**config.mk**
```make
export PLATFORM = sky130hd
export DESIGN_NAME = pipeline_hazard_ctrl_flat
export DESIGN_NICKNAME = d
export VERILOG_FILES = /design/src/rtl/pipe_ctrl_pkg.sv /design/src/rtl/pipeline_hazard_ctrl_if.sv /design/src/rtl/pipeline_hazard_ctrl_load_use_detect.sv /design/src/rtl/pipeline_hazard_ctrl.sv /design/src/flat_wrapper.sv
export SDC_FILE = /design/constraint.sdc
export NUM_CORES = 1
export LEC_CHECK = 0
export CORE_MARGIN = 5
export CORE_UTILIZATION = 45
export CTS_BUF_LIST = sky130_fd_sc_hd__clkbuf_4
export DETAILED_ROUTE_END_ITERATION = 8
export GPL_ROUTABILITY_DRIVEN = 0
export HOLD_SLACK_MARGIN = 0.05
export PLACE_DENSITY = 0.83
export SYNTH_ARGS = -nofsm -noshare
export SYNTH_HDL_FRONTEND = slang
export SYNTH_SLANG_ARGS = --single-unit
```
**constraint.sdc**
```tcl
create_clock -name clk -period 2.1 [get_ports clk]
set_input_delay 0.42 -clock clk [delete_from_list [all_inputs] [get_ports clk]]
set_output_delay 0.42 -clock clk [all_outputs]
set_load 0.005 [all_outputs]
```
**src/rtl/pipe_ctrl_pkg.sv**
```systemverilog
// Shared definitions for the pipeline hazard controller: state encoding,
// parameter defaults, register-index width and the stall/flush control bundle.
package pipe_ctrl_pkg;

    localparam int unsigned REG_W           = 5;
    localparam int unsigned LOAD_LAT_DEF    = 1;
    localparam int unsigned MEM_TIMEOUT_DEF = 255;
    localparam int unsigned WAIT_W          = 8;
    localparam int unsigned STALL_CNT_W     = 16;

    typedef enum logic [1:0] {
        ST_RUN      = 2'd0,
        ST_LU_STALL = 2'd1,
        ST_MEM_WAIT = 2'd2,
        ST_HALT     = 2'd3
    } hz_state_t;

    typedef struct packed {
        logic pc_stall;
        logic if_id_stall;
        logic ctrl_stall;
        logic ex_mem_stall;
        logic id_ex_bubble;
        logic mem_wb_bubble;
        logic if_id_flush;
        logic pc_sel_target;
    } hz_ctrl_t;

    // Control bundles for each kind of pipeline intervention
    localparam hz_ctrl_t CTRL_NONE     = 8'b0000_0000;
    localparam hz_ctrl_t CTRL_LOAD_USE = 8'b1100_1000;
    localparam hz_ctrl_t CTRL_MEM_WAIT = 8'b1111_0100;
    localparam hz_ctrl_t CTRL_BRANCH   = 8'b0000_1011;
    localparam hz_ctrl_t CTRL_HALT     = 8'b1111_0000;

    function automatic logic [STALL_CNT_W-1:0] sat_inc16(input logic [STALL_CNT_W-1:0] v);
        if (v == 16'hFFFF) begin
            return v;
        end else begin
            return v + 16'd1;
        end
    endfunction

endpackage

```
**src/rtl/pipeline_hazard_ctrl_if.sv**
```systemverilog
// Hazard-controller signal bundle: pipeline status in, stall/flush/bubble
// controls and status out. The pipeline side is master, the controller slave.
interface pipeline_hazard_ctrl_if;
    import pipe_ctrl_pkg::*;

    logic             ID_EX_MemRead;
    logic [REG_W-1:0] ID_EX_Rd;
    logic [REG_W-1:0] IF_ID_Rs1;
    logic [REG_W-1:0] IF_ID_Rs2;
    logic             branch_taken;
    logic             EX_MEM_MemRead;
    logic             EX_MEM_MemWrite;
    logic             dmem_ready;

    logic             PC_Stall;
    logic             IF_ID_Stall;
    logic             Control_Sig_Stall;
    logic             EX_MEM_Stall;
    logic             ID_EX_Bubble;
    logic             MEM_WB_Bubble;
    logic             IF_ID_Flush;
    logic             PC_Sel_Target;
    logic             mem_timeout;
    logic [15:0]      stall_cnt;
    logic [1:0]       state;

    modport master (
        output ID_EX_MemRead, ID_EX_Rd, IF_ID_Rs1, IF_ID_Rs2, branch_taken,
               EX_MEM_MemRead, EX_MEM_MemWrite, dmem_ready,
        input  PC_Stall, IF_ID_Stall, Control_Sig_Stall, EX_MEM_Stall,
               ID_EX_Bubble, MEM_WB_Bubble, IF_ID_Flush, PC_Sel_Target,
               mem_timeout, stall_cnt, state
    );

    modport slave (
        input  ID_EX_MemRead, ID_EX_Rd, IF_ID_Rs1, IF_ID_Rs2, branch_taken,
               EX_MEM_MemRead, EX_MEM_MemWrite, dmem_ready,
        output PC_Stall, IF_ID_Stall, Control_Sig_Stall, EX_MEM_Stall,
               ID_EX_Bubble, MEM_WB_Bubble, IF_ID_Flush, PC_Sel_Target,
               mem_timeout, stall_cnt, state
    );

endinterface

```
**src/rtl/pipeline_hazard_ctrl_load_use_detect.sv**
```systemverilog
// Combinational load-use detector: a load in EX writing a non-zero register
// that the instruction in ID reads.
module load_use_detect
    import pipe_ctrl_pkg::*;
(
    input  logic             i_mem_read,
    input  logic [REG_W-1:0] i_rd,
    input  logic [REG_W-1:0] i_rs1,
    input  logic [REG_W-1:0] i_rs2,
    output logic             o_hazard
);

    logic w_rd_nonzero;
    logic w_src_match;

    assign w_rd_nonzero = (i_rd != {REG_W{1'b0}});
    assign w_src_match  = (i_rd == i_rs1) || (i_rd == i_rs2);
    assign o_hazard     = i_mem_read & w_rd_nonzero & w_src_match;

endmodule

```
**src/rtl/pipeline_hazard_ctrl.sv**
```systemverilog
// Pipeline hazard controller: serves memory waits, taken branches and
// load-use hazards, with a memory-timeout halt and a saturating stall counter.
module pipeline_hazard_ctrl
    import pipe_ctrl_pkg::*;
#(
    parameter int unsigned LOAD_LAT    = LOAD_LAT_DEF,
    parameter int unsigned MEM_TIMEOUT = MEM_TIMEOUT_DEF
) (
    input  logic                   clk,
    input  logic                   rst,
    pipeline_hazard_ctrl_if.slave  hz
);

    localparam logic [1:0]      LU_INIT     = 2'(LOAD_LAT - 32'd1);
    localparam bit              LU_MULTI    = (LOAD_LAT > 32'd1);
    localparam logic [WAIT_W:0] TIMEOUT_LIM = 9'(MEM_TIMEOUT);

    hz_state_t              r_state;
    logic [WAIT_W-1:0]      r_wait_cnt;
    logic [1:0]             r_lu_cnt;
    logic [STALL_CNT_W-1:0] r_stall_cnt;

    hz_state_t              w_state_nxt;
    logic [WAIT_W-1:0]      w_wait_nxt;
    logic [1:0]             w_lu_nxt;
    logic [WAIT_W:0]        w_wait_inc;
    hz_ctrl_t               w_ctrl;
    hz_ctrl_t               w_ctrl_o;
    logic                   w_lu_hazard;
    logic                   w_mem_wait;

    load_use_detect u_load_use_detect (
        .i_mem_read (hz.ID_EX_MemRead),
        .i_rd       (hz.ID_EX_Rd),
        .i_rs1      (hz.IF_ID_Rs1),
        .i_rs2      (hz.IF_ID_Rs2),
        .o_hazard   (w_lu_hazard)
    );

    assign w_mem_wait = (hz.EX_MEM_MemRead | hz.EX_MEM_MemWrite) & ~hz.dmem_ready;
    assign w_wait_inc = {1'b0, r_wait_cnt} + 9'd1;

    // Next-state, counter-next and pipeline control decode
    always_comb begin
        w_state_nxt = r_state;
        w_wait_nxt  = r_wait_cnt;
        w_lu_nxt    = r_lu_cnt;
        w_ctrl      = CTRL_NONE;
        case (r_state)
            ST_RUN: begin
                if (w_mem_wait) begin
                    w_ctrl      = CTRL_MEM_WAIT;
                    w_state_nxt = ST_MEM_WAIT;
                    w_wait_nxt  = 8'd1;
                    w_lu_nxt    = 2'd0;
                end else if (hz.branch_taken) begin
                    w_ctrl   = CTRL_BRANCH;
                    w_lu_nxt = 2'd0;
                end else if (w_lu_hazard) begin
                    w_ctrl = CTRL_LOAD_USE;
                    if (LU_MULTI) begin
                        w_state_nxt = ST_LU_STALL;
                        w_lu_nxt    = LU_INIT;
                    end else begin
                        w_lu_nxt = 2'd0;
                    end
                end else begin
                    w_lu_nxt = 2'd0;
                end
            end
            ST_LU_STALL: begin
                // A memory wait drops whatever load-use cycles remain
                if (w_mem_wait) begin
                    w_ctrl      = CTRL_MEM_WAIT;
                    w_state_nxt = ST_MEM_WAIT;
                    w_wait_nxt  = 8'd1;
                    w_lu_nxt    = 2'd0;
                end else begin
                    w_ctrl   = CTRL_LOAD_USE;
                    w_lu_nxt = r_lu_cnt - 2'd1;
                    if (r_lu_cnt <= 2'd1) begin
                        w_state_nxt = ST_RUN;
                        w_lu_nxt    = 2'd0;
                    end else begin
                        w_state_nxt = ST_LU_STALL;
                    end
                end
            end
            ST_MEM_WAIT: begin
                if (hz.dmem_ready) begin
                    w_state_nxt = ST_RUN;
                    w_wait_nxt  = 8'd0;
                end else begin
                    // wait_cnt counts every not-ready cycle, including the entry cycle
                    w_ctrl     = CTRL_MEM_WAIT;
                    w_wait_nxt = w_wait_inc[WAIT_W-1:0];
                    if (w_wait_inc >= TIMEOUT_LIM) begin
                        w_state_nxt = ST_HALT;
                    end else begin
                        w_state_nxt = ST_MEM_WAIT;
                    end
                end
            end
            ST_HALT: begin
                w_ctrl      = CTRL_HALT;
                w_state_nxt = ST_HALT;
            end
            default: begin
                w_state_nxt = ST_RUN;
                w_wait_nxt  = 8'd0;
                w_lu_nxt    = 2'd0;
            end
        endcase
    end

    // Reset forces every control low even though the outputs are combinational
    always_comb begin
        if (rst) begin
            w_ctrl_o = CTRL_NONE;
        end else begin
            w_ctrl_o = w_ctrl;
        end
    end

    // State and counter registers
    always_ff @(posedge clk or posedge rst) begin
        if (rst) begin
            r_state     <= ST_RUN;
            r_wait_cnt  <= 8'd0;
            r_lu_cnt    <= 2'd0;
            r_stall_cnt <= 16'd0;
        end else begin
            r_state    <= w_state_nxt;
            r_wait_cnt <= w_wait_nxt;
            r_lu_cnt   <= w_lu_nxt;
            if (w_ctrl_o.pc_stall) begin
                r_stall_cnt <= sat_inc16(r_stall_cnt);
            end else begin
                r_stall_cnt <= r_stall_cnt;
            end
        end
    end

    assign hz.PC_Stall          = w_ctrl_o.pc_stall;
    assign hz.IF_ID_Stall       = w_ctrl_o.if_id_stall;
    assign hz.Control_Sig_Stall = w_ctrl_o.ctrl_stall;
    assign hz.EX_MEM_Stall      = w_ctrl_o.ex_mem_stall;
    assign hz.ID_EX_Bubble      = w_ctrl_o.id_ex_bubble;
    assign hz.MEM_WB_Bubble     = w_ctrl_o.mem_wb_bubble;
    assign hz.IF_ID_Flush       = w_ctrl_o.if_id_flush;
    assign hz.PC_Sel_Target     = w_ctrl_o.pc_sel_target;
    assign hz.mem_timeout       = (r_state == ST_HALT) && !rst;
    assign hz.stall_cnt         = r_stall_cnt;
    assign hz.state             = r_state;

endmodule

```
**src/flat_wrapper.sv**
```systemverilog
// flat-port wrapper written by rule: the top's interface ports become plain ports
module pipeline_hazard_ctrl_flat import pipe_ctrl_pkg::*;
#(
    parameter int unsigned LOAD_LAT    = LOAD_LAT_DEF,
    parameter int unsigned MEM_TIMEOUT = MEM_TIMEOUT_DEF
)
  (clk, rst, hz_ID_EX_MemRead, hz_ID_EX_Rd, hz_IF_ID_Rs1, hz_IF_ID_Rs2, hz_branch_taken, hz_EX_MEM_MemRead, hz_EX_MEM_MemWrite, hz_dmem_ready, hz_PC_Stall, hz_IF_ID_Stall, hz_Control_Sig_Stall, hz_EX_MEM_Stall, hz_ID_EX_Bubble, hz_MEM_WB_Bubble, hz_IF_ID_Flush, hz_PC_Sel_Target, hz_mem_timeout, hz_stall_cnt, hz_state);
  pipeline_hazard_ctrl_if hz_i ();
  input  logic clk;
  input  logic rst;
  input wire logic [$bits(hz_i.ID_EX_MemRead)-1:0] hz_ID_EX_MemRead;
  input wire logic [$bits(hz_i.ID_EX_Rd)-1:0] hz_ID_EX_Rd;
  input wire logic [$bits(hz_i.IF_ID_Rs1)-1:0] hz_IF_ID_Rs1;
  input wire logic [$bits(hz_i.IF_ID_Rs2)-1:0] hz_IF_ID_Rs2;
  input wire logic [$bits(hz_i.branch_taken)-1:0] hz_branch_taken;
  input wire logic [$bits(hz_i.EX_MEM_MemRead)-1:0] hz_EX_MEM_MemRead;
  input wire logic [$bits(hz_i.EX_MEM_MemWrite)-1:0] hz_EX_MEM_MemWrite;
  input wire logic [$bits(hz_i.dmem_ready)-1:0] hz_dmem_ready;
  output wire logic [$bits(hz_i.PC_Stall)-1:0] hz_PC_Stall;
  output wire logic [$bits(hz_i.IF_ID_Stall)-1:0] hz_IF_ID_Stall;
  output wire logic [$bits(hz_i.Control_Sig_Stall)-1:0] hz_Control_Sig_Stall;
  output wire logic [$bits(hz_i.EX_MEM_Stall)-1:0] hz_EX_MEM_Stall;
  output wire logic [$bits(hz_i.ID_EX_Bubble)-1:0] hz_ID_EX_Bubble;
  output wire logic [$bits(hz_i.MEM_WB_Bubble)-1:0] hz_MEM_WB_Bubble;
  output wire logic [$bits(hz_i.IF_ID_Flush)-1:0] hz_IF_ID_Flush;
  output wire logic [$bits(hz_i.PC_Sel_Target)-1:0] hz_PC_Sel_Target;
  output wire logic [$bits(hz_i.mem_timeout)-1:0] hz_mem_timeout;
  output wire logic [$bits(hz_i.stall_cnt)-1:0] hz_stall_cnt;
  output wire logic [$bits(hz_i.state)-1:0] hz_state;
  assign hz_i.ID_EX_MemRead = hz_ID_EX_MemRead;
  assign hz_i.ID_EX_Rd = hz_ID_EX_Rd;
  assign hz_i.IF_ID_Rs1 = hz_IF_ID_Rs1;
  assign hz_i.IF_ID_Rs2 = hz_IF_ID_Rs2;
  assign hz_i.branch_taken = hz_branch_taken;
  assign hz_i.EX_MEM_MemRead = hz_EX_MEM_MemRead;
  assign hz_i.EX_MEM_MemWrite = hz_EX_MEM_MemWrite;
  assign hz_i.dmem_ready = hz_dmem_ready;
  assign hz_PC_Stall = hz_i.PC_Stall;
  assign hz_IF_ID_Stall = hz_i.IF_ID_Stall;
  assign hz_Control_Sig_Stall = hz_i.Control_Sig_Stall;
  assign hz_EX_MEM_Stall = hz_i.EX_MEM_Stall;
  assign hz_ID_EX_Bubble = hz_i.ID_EX_Bubble;
  assign hz_MEM_WB_Bubble = hz_i.MEM_WB_Bubble;
  assign hz_IF_ID_Flush = hz_i.IF_ID_Flush;
  assign hz_PC_Sel_Target = hz_i.PC_Sel_Target;
  assign hz_mem_timeout = hz_i.mem_timeout;
  assign hz_stall_cnt = hz_i.stall_cnt;
  assign hz_state = hz_i.state;
  pipeline_hazard_ctrl #(.LOAD_LAT(LOAD_LAT), .MEM_TIMEOUT(MEM_TIMEOUT)) u_core (.clk(clk), .rst(rst), .hz(hz_i));
endmodule
```
==> key figures <==
Critical path
  – Crit-path slowest cell: dfrtp_1
  – CP max stage delay: 0.41 ns
  – CP endpoint kind: output pin
  – Worst-path fanout max: 2
  – Critical Path AT: ~1.8 ns
  – Worst r2r src: u_core.hz.state[1]
  – RR Endpoint: u_core.hz.stall_cnt[1]
  – FF-to-FF setup slack: 0 ns
  – Cell Chain, Critical Path: nor2b_4 -> a21o_1 -> or3_4 -> o21ba_4 -> inv_2 -> buf_2
  – Kind of critical path: reg2out
  – Critical path startpoint category: register
  – Worst Path Required: between 1.5 and 2 ns
  – R2r worst-path depth: 7

Cells and area
  – Filler cells: between 300 and 400
  – Register Area: roughly 700 µm²
  – Share of post-route cells with drive strength above 1: between 20 and 25%
  – Area of the multi-input gates: 0.00108 mm²
  – Leading cell type in the layout, fill and taps excluded: dfrtp_1
  – Ant diodes: 0
  – Most frequent cells in the layout: 28 x dfrtp_1, 24 x buf_4, 22 x xor2_1, 22 x clkdlybuf4s50_1
  – Layout Nets: ~280
  – Layout Cell Area excl Fill: roughly 0.0025 mm²
  – Synth-to-Final Area Change: 40.6%
  – Final cell count without fillers: between 300 and 400

Routing
  – DRT iter0 DRCs: 119
  – Final ANT Viol Nets: 0
  – Wire per inst: around 14 µm
  – Pre-Repair DR Iteration Count: 4
  – Residual DRC: 0
  – Total number of vias: about 1.6k
  – Vias per cell: between 5 and 6
  – Routed WL: ~4400 µm

Synth
  – Post-Synthesis Cells: 187
  – Syn avg cell area: 9.47 µm²
  – Ys Warns: 0
  – Post-synth ARST share: 100%
  – Yosys cell types: 44
  – Register area share after synthesis: about two fifths
  – Netlist Area Pre-Place: approximately 0.0018 mm²
  – Synth Flop Type: dfrtp_1
  – Syn nets: ~210
  – EDFF count, synth: 0
  – #FFs+latches synth: 28

Clock tree
  – CTS buffer count: 3
  – CTS Hold Buffers Added: 0
  – Clk sink count: 28
  – Reg clk slew, reported paths: roughly 0.15 ns
  – Worst skew pair latency: 0.34 ns
  – Root buffer cell: clkbuf_4
  – Worst-case clock buffer depth: 2
  – TritonCTS clock tree: yes
  – CTS H-tree depth: 1

Run status
  – Violated checks: negative setup slack
  – Outcome: complete, but fails checks

Global route
  – First-pass GRT wire length: 6930 µm
  – Initial antenna violation count: 0
  – GRT overflow: 0
  – Gr usage total: between 10% and 20%
  – Largest net degree at the start of global routing: 27
  – Number of global-route vias before repair: between 1.5k and 2k

Timing
  – Worst slew pin tran: approximately 0.41 ns
  – Layout Skew: 0.00218 ns
  – Slew headroom: approximately 73%
  – Min cycle time layout: 2.22 ns
  – Slew Viols, Final: 0
  – Final period util: 106%
  – Post-route setup slack: -0.122 ns
  – Peak Freq: roughly 450 MHz
  – RSZ-0062 raised after global routing: yes
  – Final hold viol count: 0
  – Setup violations, final: 3
  – Post-route setup TNS: -0.247 ns

Hold path
  – Worst Hold Path Cells: 1
  – Hold Crit Start: u_core.hz.stall_cnt[15]
  – Hold WC Path Type: reg2reg
  – Hold Crit Endpoint: u_core.hz.stall_cnt[15]

Power and ir drop
  – Power per cell area: roughly 700 mW/mm²
  – VDD IR max: approximately 470 µV
  – P_leak: roughly 1.1 nW
  – Overall power: 1.76 mW

Die
  – Total die area: 0.00529 mm²
  – Die H: 72.7 µm
  – I/O pin total: 49
  – Starting Density: a little under half
  – Core ar.: 0.00374 mm²
  – Rows: 22
  – Die width: slightly above 70 µm

Placed design
  – Worst slack, placed: -0.676 ns
  – Port buffer count: 48
  – Placed Cells: around 300
  – Detailed placement HPWL: about 3300 µm
  – Area of placed instances: roughly 0.0024 mm²

Run
  – Max-Cap Viols: 0
-- timing repair --
action | 4_1_cts | 5_1_grt
gates resized for setup | 56 | 9
buffers inserted | 0 | 1
setup endpoints to repair | 24 | 11
pin swaps | 18 | 5
-- cell families (layout without fill, tap and decap cells) --
logic type               count (synthesis)  count (layout)  share of synthesized area (%)
multiplexers                             1               1                          0.636
XOR/XNOR                                27              27                           13.3
adder cells (fa/ha/maj)                  3               3                           2.12
buffers and inverters                   13              81                           4.24
AND/OR/NAND/NOR                         78              78                           27.1
flip-flops                              28              28                           39.5
AO/OA/AOI/OAI                           37              37                           13.0
-- sequential cells by signal, summed over array words and instances, names as in the netlist --
signal               flops
u_core.r_lu_cnt          2
u_core.hz.stall_cnt     16
u_core.hz.state          2
u_core.r_wait_cnt        8
-- worst max path at each step --
stage	startpoint	cells past startpoint	to	slack (ns)
6_report	u_core.hz.state[1]	6	hz_IF_ID_Stall	-0.12
5_1_grt	u_core.hz.state[1]	6	hz_IF_ID_Stall	-0.20
4_1_cts	u_core.hz.state[1]	6	hz_IF_ID_Stall	-0.16
3_5_place_dp	hz_ID_EX_Rd[0]	7	hz_IF_ID_Stall	-0.68
3_3_place_gp	hz_ID_EX_Rd[0]	7	hz_IF_ID_Stall	-0.59
2_1_floorplan	u_core.hz.state[1]	8	hz_PC_Stall	-0.03
-- power by group --
| part | switching, mW | total, mW | internal (mW) |
|---|---|---|---|
| clock | 0.169 | 0.239 | 0.0702 |
| combinational | 0.339 | 0.761 | 0.422 |
| sequential | 0.117 | 0.757 | 0.640 |
-- worst max-delay path: cells and delay by family, from the launching register on --
family          cells  cell delay [ns]
compound gates      2             0.39
buf+inv             2             0.14
flops               1             0.41
simple gates        2             0.52
-- routing by layer --
layer / vias up / wire, µm / track usage (%)
li1: 792 / - / -
met2: 29 / 2320 / 29.9
met3: 4 / 154 / 3.44
met1: 753 / 1850 / 19.9
met4: 0 / 27 / 3.07
met5: - / 0 / 0
-- cells in the mapped netlist, types with 2 or more instances --
cell      number  area share, %
a21oi_1        5            1.4
a31oi_1        2           0.71
and3_1         3            1.1
buf_4          3            1.3
buf_6          2            1.3
clkbuf_1       3           0.64
dfrtp_1       28             40
ha_1           3            2.1
inv_1          5            1.1
nand2_1       16            3.4
nand3_1        6            1.7
nand4_1        5            1.8
nand4b_1       2           0.99
nor2_1        18            3.8
nor2b_1        2           0.71
nor3_1         3           0.85
nor3_2         7            4.0
nor4_2         2            1.4
nor4b_2        2            1.7
o21ai_0       18            5.1
o31ai_1        3            1.3
or4_1          2           0.85
xnor2_1        5            2.5
xor2_1        22             11
-- metrics by stage --
stage / utilization (%) / hold WS (ns)
global placement: 65.0 / 0.479
CTS: 65.4 / 0.504
finish: 66.5 / 0.504
global route: 66.5 / 0.499
detailed placement: 65.0 / 0.486
floorplan: - / 0.450
-- final cells by class --
cell class	count	area share (%)
clock buffers	3	0.904
clock inverters	1	0.151
inverters	5	0.753
multi-input cells	146	43.3
flip-flops and latches	28	28.1
well taps	48	2.41
repair buffers	72	24.4
Note: power is estimated with default switching activity, not from simulation.
==> patch 1: new RTL, same flow settings <==
`WAIT_W`: 8 -> 7.
--- a/src/rtl/pipe_ctrl_pkg.sv
+++ b/src/rtl/pipe_ctrl_pkg.sv
@@ -7,3 +7,3 @@
     localparam int unsigned MEM_TIMEOUT_DEF = 255;
-    localparam int unsigned WAIT_W          = 8;
+    localparam int unsigned WAIT_W          = 7;
     localparam int unsigned STALL_CNT_W     = 16;
Behaviour: same outputs for any inputs over 10 cycles, from zero or initial values and one cycle with rst high; that may be too few to reach the edited logic, so the function may still have changed.
==> patch 1 against the unedited design <==
  * The flow still finishes with violations (setup timing)
  * First-iteration DRC count fell by 30%
  * Worst hold slack worse by 8.6 ps
  * Power decreased by 27%
  * Routed wire length shrank 5.1%
  * Via count is 18% lower
  * Combinational power shrank 21%
  * Non-clock buffer count grew 15
  * Area after synthesis down 30%
  * Clock skew up 11 ps
  * Clock power down 21%
  * Final area fell by 14%
  * Die area fell by 26%
  * Setup slack gained 92 ps
  * Sequential cell count fell by 8
  * Highest routed layer unchanged
==> patch 1: results (changes against the unedited design) <==
Logic synthesis
  – XOR/XNOR Fraction of Synth Area: 17.0% (+3.7 points)
  – Top area cells in the synthesized netlist: sky130_fd_sc_hd__dfrtp_1 40%, sky130_fd_sc_hd__xor2_1 16%, sky130_fd_sc_hd__nor2_1 3.6%
  – Part of the Yosys area used for sequential elements: 40.5% (+0.94 points)
  – Distinct cells, synth: 39 (-11%)
  – Synthesized-area fraction occupied by adder cells: 1.01% (-1.1 points)

Final layout
  – Portion of the layout cell area used by clock cells: 1.23% (+0.17 points)
  – Count of filler cells inserted in the layout: 158 (-49%)
  – Number of standard cells in the layout, taps in and fillers out: 245 (-19%)
  – Combined area of the multi-input logic cells: 820 sq um (-24%)
  – Post-synthesis to final-layout area growth: 73.1%

Setup path
  – Top cell family by delay on the critical path: compound AO/OA/AOI/OAI gates
  – Worst setup path class: flip-flop to flip-flop
  – Biggest cell delay along the critical path: 380 ps (-30 ps)
  – Data arrival, critical path: 2340 ps (+540 ps)

Status
  – Violations in the final reports: setup timing
  – Run status: finished with violations

STA
  – Transition time of the tightest slew-check pin: 390 ps (-20.7 ps)
  – Total of endpoints with negative setup slack in the final report: 5 (+2)
  – Sum of negative setup slack: -101 ps (+145 ps)
  – Fin worst setup slack: -29.8 ps (+92.3 ps)

Pwr
  – IR drop worst, VDD: 0.837 mV (+78%)

Clock network
  – Clock-pin slew on the worst setup and hold paths: 120 ps (-30 ps)

Global route
  – Pin count of the biggest net entering global routing: 18 (-33%)
  – Total routing usage reported by global routing: 18.6% (+2.2 points)
  – First-pass GRT wire length: 6070 um (-12%)

Routing
  – Violation count after the first detailed-route iteration: 83 (-30%)
  – Per-cell via count in the routed design: 5.31 (+1.9%)
patch 1: cell types whose count changed after synthesis, moves of 4 or more:
cell	delta
sky130_fd_sc_hd__nand4_1	-4
sky130_fd_sc_hd__dfrtp_1	-8
sky130_fd_sc_hd__o21ai_0	-17
sky130_fd_sc_hd__nor2_1	-6
sky130_fd_sc_hd__nand2_1	-5
sky130_fd_sc_hd__nor3_2	-4
patch 1: kinds of logic (layout without fill, tap and decap cells):
logic type               after synthesis  after routing
buffers and inverters                 11             96
AND/OR/NAND/NOR                       55             55
AO/OA/AOI/OAI                         17             17
flip-flops                            20             20
adder cells (fa/ha/maj)                1              1
XOR/XNOR                              24             24
multiplexers                           1              1
patch 1: timing repair:
action,in CTS,in global routing
resized for setup,64,43
buffers inserted,8,7
endpoints found under the setup margin,24,11
pin swaps,15,29
patch 1: layer usage:
layer	global-route usage (%)	share of wire [%]
met1	22.5	43
met2	33.3	51
met3	3.60	5.5
met4	5.31	0.90
met5	0	0
==> patch 2: new RTL, same settings <==
Without the edit above. Reset style: synchronous (`rst`), changed in one clocked block.
--- a/src/rtl/pipeline_hazard_ctrl.sv
+++ b/src/rtl/pipeline_hazard_ctrl.sv
@@ -125,3 +125,3 @@
     // State and counter registers
-    always_ff @(posedge clk or posedge rst) begin
+    always_ff @(posedge clk) begin
         if (rst) begin
Check against the original RTL: differs if rst is asserted again (counterexample within 4 cycles, from zero or initial values and one cycle with rst high); with rst held inactive, the same outputs for 10 cycles.
==> patch 2 against the unedited design <==
  * Critical endpoint unchanged
  * Area after synthesis down 3.8%
  * Routed wire length is 15% higher
  * Via count grew 24%
  * Setup slack improved by 170 ps
  * Critical path type unchanged
  * Critical path depth did not move
  * Sequential share of layout area shrank 6.1 points
  * Sequential cell count did not move
  * Fmax is 8.1% higher
  * Final area is 2.6% higher
Power is not compared: it rests on default switching activity, and its combinational part moved more than twofold at a synthesized area within 25%.
==> patch 2: results (changes against the unedited design) <==
Status
  – Run status: finished clean

Setup path
  – Worst Setup SP: u_core.hz.state[1]
  – Data arrival, critical path: 1630 ps (-170 ps)
  – Highest net fanout along the worst path: 5 (+3)
  – FF-to-FF setup slack: 50 ps (+50 ps)
  – Biggest cell delay along the critical path: 360 ps (-50 ps)
  – Cell with the largest stage delay on the worst path: sky130_fd_sc_hd__dfxtp_2

Final layout
  – Count of filler cells inserted in the layout: 282 (-8.1%)
  – Layout cell share with drive strength beyond 1: 24.4% (-0.30 points)
  – Post-layout net count: 321 (+14%)

Global route
  – Total routing usage reported by global routing: 19.8% (+3.3 points)
  – GR met3 Demand/Resource: 2.66% (-0.78 points)
  – First-pass GRT wire length: 8270 um (+19%)
  – Grt met1 use: 23.6% (+3.7 points)
  – Number of global-route vias before repair: 1859 (+23%)
  – Pin count of the biggest net entering global routing: 22 (-19%)

Logic synthesis
  – Top post-synthesis cells by count: 28 x sky130_fd_sc_hd__dfxtp_1, 28 x sky130_fd_sc_hd__nor2_1, 21 x sky130_fd_sc_hd__a21oi_1
  – Top area cells in the synthesized netlist: sky130_fd_sc_hd__dfxtp_1 33%, sky130_fd_sc_hd__a21oi_1 6.2%, sky130_fd_sc_hd__nor2_1 6.2%
  – Distinct cells, synth: 40 (-9.1%)
  – Part of the Yosys area used for sequential elements: 32.9% (-6.7 points)
  – Ys async rst share: 0% (-100 points)
  – Number of standard cells after synthesis: 222 (+19%)

Hold path
  – Worst min-delay path startpoint: u_core.r_lu_cnt[1]
  – Hold Crit Endpoint: u_core.r_lu_cnt[1]

Placement
  – Post-DP HPWL: 3630 um (+8.6%)
  – Placed Cells incl. Taps: 332 (+11%)
  – Worst setup slack after placement: -756 ps (-79.8 ps)

STA
  – Setup clock skew after layout: 7.91 ps (+5.74 ps)
  – Transition time of the tightest slew-check pin: 580 ps (+169 ps)
  – Worst hold slack across all endpoints: 488 ps (-15.7 ps)
  – Highest clock rate: 487 MHz (+8.1%)

Routing
  – Number of vias after detailed routing: 1953 (+24%)
  – Per-cell via count in the routed design: 5.69 (+9.3%)
  – Routed WL: 4990 um (+15%)
## patch 2: cell types whose count changed in the layout (fill, tap and decap cells not counted), moves of 9 or more
cell and change:
sky130_fd_sc_hd__nor2_1 +9, sky130_fd_sc_hd__dfxtp_1 +27, sky130_fd_sc_hd__xor2_1 -12, sky130_fd_sc_hd__buf_4 +9, sky130_fd_sc_hd__dfrtp_1 -28, sky130_fd_sc_hd__a21oi_1 +16
## patch 2: timing repair
action	4_1_cts	5_1_grt
endpoints found under the setup margin	25	20
gates resized for setup	77	18
setup buffers	4	4
pin swaps	17	8
## patch 2: layer usage
layer	share of wire (%)	vias up
li1	-	969
met1	41	909
met2	52	67
met3	5.5	8
met4	1.5	0
met5	0	-
## patch 2: power by group through the flow
stage                     clock (W)  combinational (W)  sequential [W]
final                      0.000355           0.000240        0.000547
after global routing       0.000377           0.000261        0.000548
after CTS                  0.000364           0.000225        0.000546
after detailed placement          0           0.000222        0.000557
after global placement            0           0.000215        0.000556
after floorplan                   0           0.000100        0.000556
## patch 2: through the flow
stage                     util [%]  area (sq um)
final                         69.8          2560
after global routing          69.8          2560
after CTS                     68.2          2500
after detailed placement      65.2          2390
after global placement        65.2          2390
after floorplan                  -          1730
## patch 2: area by class of cell
type                       count  area [sq um]  share of cell area (%)
clock buffer                   3          22.5                   0.881
inverter                       5          21.3                   0.832
tap                           48          60.1                    2.35
clock inverter                 1          30.0                    1.17
timing repair buffer          84           728                    28.5
multi-input combinational    174          1130                    44.3
sequential                    28           562                    22.0
## patch 2: cell families after synthesis
group,Yosys count,share of synthesized area (%)
AOI/OAI and AO/OA,61,22.7
xor gates and xnor gates,13,6.68
adders and majority gates,3,2.20
buffers and inverters,20,5.95
DFF,28,32.9
muxes,3,1.91
and+or+nand+nor,94,27.7
